==> src/rtl/riscv_pkg.sv <==
// Shared definitions for the Mini RISC-V core: datapath width, reset vector,
// canonical NOP encoding and the fetch-stage state encoding.
package riscv_pkg;
  localparam int          XLEN     = 32;
  localparam logic [31:0] INST_NOP = 32'h0000_0013;
  localparam logic [31:0] RESET_PC = 32'h0000_0000;

  typedef enum logic [1:0] {BOOT, RUN, HALT} fetch_state_e;
endpackage

==> src/rtl/if_stage.sv <==
// Instruction fetch: owns the PC, drives a 1-cycle synchronous imem and hands
// {pc, pc+4, inst} to decode under a stall/redirect/halt protocol.
module if_stage
  import riscv_pkg::*;
#(
  parameter int               XLEN     = riscv_pkg::XLEN,
  parameter logic [XLEN-1:0]  RESET_PC = riscv_pkg::RESET_PC,
  parameter int               IMEM_AW  = 14
) (
  input  logic               clk,
  input  logic               rst,
  output logic               imem_en,
  output logic [IMEM_AW-1:0] imem_addr,
  input  logic [31:0]        imem_rdata,
  input  logic               stall,
  input  logic               redirect_valid,
  input  logic [XLEN-1:0]    redirect_pc,
  input  logic               halt,
  output logic               out_valid,
  output logic [XLEN-1:0]    out_pc,
  output logic [XLEN-1:0]    out_pc4,
  output logic [31:0]        out_inst,
  output logic               misalign_err,
  output logic [31:0]        inst_count
);

  fetch_state_e    state;
  logic [XLEN-1:0] req_pc, rsp_pc, fetch_pc;
  logic            rsp_valid;
  logic            redir;

  // Redirects only mean something once the pipeline is running.
  assign redir    = (state == RUN) & redirect_valid;
  assign fetch_pc = redir ? {redirect_pc[XLEN-1:2], 2'b00} : req_pc;

  always_comb begin
    imem_en = 1'b0;
    unique case (state)
      BOOT:    imem_en = rst;  // keep the memory idle while reset is held
      RUN:     imem_en = redirect_valid | ~stall;
      default: imem_en = 1'b0;
    endcase
  end

  assign imem_addr = fetch_pc[IMEM_AW+1:2];
  assign out_valid = rsp_valid & ~redir;
  assign out_inst  = out_valid ? imem_rdata : INST_NOP;
  assign out_pc    = rsp_pc;
  assign out_pc4   = rsp_pc + XLEN'(4);

  always_ff @(posedge clk or negedge rst) begin
    if (!rst) begin
      state        <= BOOT;
      req_pc       <= RESET_PC;
      rsp_pc       <= RESET_PC;
      rsp_valid    <= 1'b0;
      misalign_err <= 1'b0;
      inst_count   <= 32'd0;
    end else begin
      if (out_valid && !stall)
        inst_count <= inst_count + 32'd1;
      unique case (state)
        BOOT: begin
          state     <= RUN;
          rsp_pc    <= RESET_PC;
          rsp_valid <= 1'b1;
          req_pc    <= RESET_PC + XLEN'(4);
        end
        RUN: begin
          if (redirect_valid && (redirect_pc[1:0] != 2'b00))
            misalign_err <= 1'b1;
          // Halt takes effect only once the current output has been accepted.
          if (halt && !stall && !redirect_valid) begin
            state     <= HALT;
            rsp_valid <= 1'b0;
          end else if (imem_en) begin
            rsp_pc    <= fetch_pc;
            rsp_valid <= 1'b1;
            req_pc    <= fetch_pc + XLEN'(4);
          end
        end
        default: ;
      endcase
    end
  end

endmodule

==> config.mk <==
export PLATFORM = sky130hd
export DESIGN_NAME = if_stage
export DESIGN_NICKNAME = d
export VERILOG_FILES = /design/src/rtl/riscv_pkg.sv /design/src/rtl/if_stage.sv
export SDC_FILE = /design/constraint.sdc
export NUM_CORES = 1
export LEC_CHECK = 0
export CAP_MARGIN = 10
export CORE_ASPECT_RATIO = 0.8
export CORE_MARGIN = 1.5
export CORE_UTILIZATION = 50
export CTS_CLUSTER_DIAMETER = 80
export DETAILED_ROUTE_END_ITERATION = 16
export HOLD_SLACK_MARGIN = 0.15
export PLACE_DENSITY = 0.95
export REMOVE_ABC_BUFFERS = 1
export SETUP_SLACK_MARGIN = 0.05
export SLEW_MARGIN = 30
export SYNTH_ARGS = -nofsm -noshare
export SYNTH_HDL_FRONTEND = slang
export SYNTH_SLANG_ARGS = --single-unit
==> constraint.sdc <==
create_clock -name clk -period 7 [get_ports clk]
set_input_delay 1.4 -clock clk [delete_from_list [all_inputs] [get_ports clk]]
set_output_delay 1.4 -clock clk [all_outputs]
set_load 0.01 [all_outputs]
## Word-level counts from Yosys, hierarchy flattened

Cells that the tools add are included.

- Register bits: 100
- Bits of input ports: 69

- Equality and inequality tests: 5
- $add $sub $neg: 3
- Reductions and logical operators: 13
- Mux-type cells: 14
- Bitwise gates (word level): 5

Operator list:

| cell | count |
|---|---|
| 32-bit two-way mux | 6 |
| 32-bit one-hot mux with 2 select lines | 2 |
| 32-bit by 3-bit adder with 32-bit output, second input constant | 2 |
| 32-bit by 1-bit adder with 32-bit output, second input constant | 1 |
| 2-bit AND reduction | 3 |
| 1-bit logical AND | 4 |
| 2-bit inequality test, second input constant | 2 |
| 1-bit one-hot mux with 2 select lines | 2 |
| 2-bit one-hot mux with 2 select lines | 1 |
| 2-bit nonzero test | 2 |
| 3-bit by 2-bit inequality test with 1-bit output, second input constant | 1 |
| 3-bit AND reduction | 1 |
| 1-bit AND | 2 |
| 2-bit by 1-bit equality test with 1-bit output, second input constant | 1 |
| 1-bit zero test | 2 |
| 2-bit zero test | 1 |
| 1-bit two-way mux | 2 |
| 2-bit two-way mux | 1 |
| 2-bit by 1-bit inequality test with 1-bit output, second input constant | 1 |
| 1-bit NOT | 2 |
| 1-bit bitwise OR | 1 |

## Longest topological paths before layout

- Word-level depth: 7
- Depth in mapped cells: 16

## Worst setup path before layout

OpenSTA, ideal clock, no wires.

- Kind: input to register
- Start: in redirect_valid
- End: reg req_pc[28]
- Cell stages on the path: 16
- Path buffers: 6
- Slack: 2.441 ns
- Arrival time: 4.426 ns
- Required time: 6.867 ns
- Cell sequence: buf_6 > and3b_1 > buf_6 > buf_2 > clkbuf_1 > buf_2 > nand2_1 > o21ai_0 > ha_1 > nand3_1 > nor4_1 > o21ai_1 > clkbuf_1 > a2111oi_0 > xor2_1 > o21ai_0

- Word-level cells in the longest chain between the ends: 6

Ends and longest elaborated chain:

| element | line | text |
|---|---|---|
| from (decl) | if_stage.sv:16 | `input logic redirect_valid,` |
| 1-bit AND | if_stage.sv:33 | `assign redir = (state == RUN) & redirect_valid;` |
| 32-bit two-way mux | if_stage.sv:34 | `assign fetch_pc = redir ? {redirect_pc[XLEN-1:2], 2'b00} : req_pc;` |
| net imem_addr[0] | if_stage.sv:13 | `output logic [IMEM_AW-1:0] imem_addr,` |
| 32-bit by 3-bit adder with 32-bit output | if_stage.sv:79 | `req_pc <= fetch_pc + XLEN'(4);` |
| 32-bit two-way mux | if_stage.sv:76 | `end else if (imem_en) begin` |
| 32-bit two-way mux | if_stage.sv:73 | `if (halt && !stall && !redirect_valid) begin` |
| 32-bit one-hot mux with 2 select lines | if_stage.sv:62 | `unique case (state)` |
| to (signal assigned) | if_stage.sv:67 | `req_pc <= RESET_PC + XLEN'(4);` |
| to (signal assigned) | if_stage.sv:79 |  |
| to (decl) | if_stage.sv:28 | `logic [XLEN-1:0] req_pc, rsp_pc, fetch_pc;` |

The timed path passes the listed nets, and every way through them passes these cells. The select of a mux whose other input is x is not followed.
A chain may end at the register's enable or synchronous reset.

## Final worst setup path

- Start: in redirect_valid
- End: out imem_addr[12]

- Word-level cells in the longest chain between the ends: 2

Ends and longest elaborated chain:

| element | line |
|---|---|
| 1-bit AND | if_stage.sv:33 |
| 32-bit two-way mux | if_stage.sv:34 |
| to (decl) | if_stage.sv:13 |

No other way between the ends.

==> out/qor.yml <==
status:
  status: "completed"
power_and_ir_drop:
  leakagePower_nw: 3.54
  power_mw: 2.46
  peakVddDrop_v: 0.000145
  p_per_area_nw_per_um2: 289
clocking:
  tritoncts: "yes"
  cts_hold_buf: 0
  cts_max_level: 3
  cts-root-buf: "clkbuf_16"
  clock-sinks: 96
  post_cts_resized: 0
  cts_buffers: 9
  path_clk_slew_ps: 70
  cts_setup_buffers: 0
  worstSkewPairLatency_ps: 350
  cts_buffer_depth: 2
sta:
  setup_viol: 0
  final-hold-violation-count: 0
  clock_skew_ps: 13.8
  setup_tns_ps: 0
  hold_ws_ps: 482
  max_freq_mhz: 187
  fin_crit_ps: 5350
  rsz0062_at_grt: "false"
  tightest_slew_ps: 953
  fin_crit_sh_pct: 76.5
  drv_slew: 0
  maxSlewHeadroom_pct: 36.0
placed_design:
  placedInstanceArea_um2: 8210
  place_inst: 1026
  hpwlAfterDp_mm: 13.2
  place.gp.congestion: 0.932
  portBuffers: 209
worst_setup_path:
  cp_cell_sequence: "clkdlybuf4s50_1 -> and3b_2 -> mux2i_1 -> inv_1 -> clkdlybuf4s50_1"
  required_ps: 5600
  crit_top_cell: "clkdlybuf4s50_1"
  worst_ep_arrival_time_ps: 3950
  slowest_delay_ps: 640
  cpLargestDelayFamily: "buffers and inverters"
  rr_worst_depth: 10
  path_buf_inv: 3
  cp_num_cells: 5
  worst_r2r_endpoint: "req_pc[28]"
  cp-startpoint: "redirect_valid"
  worstPathMaxFanout: 26
  slowest_stage: "clkdlybuf4s50_1"
  reg2reg_from: "state[1]"
  cp-start-kind: "input port"
  path_class: "in -> out"
  critPathCapture: "imem_addr[12]"
  rrSetupSlack_ps: 3420
  cp-end-kind: "primary output"
synthesis:
  async_flop_share_pct: 100
  ys_top_cells_by_count: "dfrtp_1 (96), nand2_1 (92), xnor2_1 (67)"
  ys_ff_latch: 96
  synth.yosys.warnings: 0
  post-synth-top-count-cell: "dfrtp_1"
  synth_cells: 701
  synth_edf_count: 0
  syn_area_um2: 6070
  ys_types: 59
  ys_top_cells_by_area: "dfrtp_1 (40%), xnor2_1 (9.7%), nand2_1 (5.7%), and3_1 (5.5%), o21ai_0 (4.0%)"
  synth_top_area_share_pct: 39.6
  synth_top_area_cell: "dfrtp_1"
  synth.avg_cell_area_um2: 8.66
  ys.flop_type: "dfrtp_1"
  yosysSeqAreaShare_pct: 39.6
cells_and_area:
  area_growth_pct: 40.3
  fin_nets: 961
  num-fill-cells: 827
  diodes: 0
  layout-drive-gt1-share_pct: 3.69
  multi_input_area_um2: 3400
  stdcell_count: 1042
  regArea_um2: 2400
  fin_area_um2: 8510
min_path:
  hold_path_depth: 1
  hold_path.class: "reg -> reg"
die:
  core_area_um2: 11700
  initial_core_util_pct: 51.9
  pin_count: 214
  dieArea_um2: 12800
  die_w_um: 126
  fp-row-count: 35
  die_y_um: 102
detailed_routing:
  ant_nets: 0
  vias: 6254
  route.final.wire_length_mm: 18.5
  wl_per_cell_um: 17.7
  vias_per_cell: 6.00
  drc: 0
  first_iter_violations: 672
  first_pass_iters: 6
global_routing:
  grt_max_degree: 78
  grt_pass1_vias: 5948
  grt_antenna_before_repair: 0
  globalRouteTotalUtil_pct: 28.9
  grt_pass1_wl_mm: 29.4
  gr-total-overflow: 0
run:
  drv_cap: 0
==> registers in the layout, summed over array words and instances (netlist names) <==
name / count
out_pc: 30
misalign_err: 1
req_pc: 30
rsp_valid: 1
inst_count: 32
state: 2
==> placed cells by master, fill, tap and decap left out, types with 3 or more instances in the layout <==
master and instances:
a211o_1 3, a21o_1 4, a21oi_1 16, a22o_1 4, and2_1 4, and3_1 53, and4_1 8, buf_4 6
clkbuf_16 9, clkdlybuf4s50_1 208, conb_1 4, dfrtp_1 96, ha_1 3, inv_1 24, mux2i_1 24, nand2_1 92
nand3_1 36, nand4_1 24, nor2_1 34, nor2b_1 4, nor3_1 18, nor4_1 11, o211ai_1 6, o21a_1 3
o21ai_0 47, o21ai_1 4, o21bai_1 3, o221ai_1 3, o22ai_1 3, or2_2 5, or3_1 4, or4_1 5
xnor2_1 67, xor2_1 19
==> metal layers <==
layer / GRT usage (%) / vias up / share of wire, %
met1: 35.8 / 2919 / 39
met2: 50.6 / 395 / 48
li1: - / 2873 / -
met5: 0 / - / 0
met3: 5.65 / 67 / 9.8
met4: 11.1 / 0 / 3.1
==> kinds of logic (layout without fill, tap and decap cells) <==
logic type	Yosys count	count (layout)	share of synthesized area [%]
compound gates	115	115	11.9
xor+xnor	86	86	12.4
fa+ha+maj	3	3	0.619
buf+inv	65	255	4.70
flops	96	96	39.6
mux	26	26	4.33
other cells	1	4	0.0618
simple gates	309	309	26.4
==> how the worst min path moves through the flow <==
| stage | endpoint | from | slack [ps] |
|---|---|---|---|
| floorplan | req_pc[30] | req_pc[30] | 460 |
| global placement | inst_count[31] | inst_count[31] | 460 |
| detailed placement | inst_count[31] | inst_count[31] | 460 |
| CTS | inst_count[31] | inst_count[31] | 480 |
| global route | req_pc[30] | req_pc[30] | 510 |
| finish | inst_count[31] | inst_count[31] | 480 |
==> through the flow <==
step                      setup WS, ps  util [%]
after floorplan                   1900         -
after global placement            1810      70.2
after detailed placement          1780      70.2
after CTS                         1720      72.8
after global routing              1530      72.8
final                             1650      72.8
==> where the power goes <==
part / leakage (nW) / internal (mW) / switching, mW
sequential: 1.25 / 0.716 / 0.241
clock: 0.141 / 0.281 / 0.221
combinational: 2.15 / 0.563 / 0.441
total: 3.54 / 1.56 / 0.903
==> area by class of cell <==
cell class | instances | share of cell area, %
Sequential cell | 96 | 28.2
Timing Repair Buffer | 215 | 25.1
Inverter | 24 | 1.06
Tap cell | 148 | 2.18
Clock buffer | 11 | 2.73
Multi-Input combinational cell | 543 | 39.9
Clock inverter | 5 | 0.750
Power figures use the tool's default switching activity.
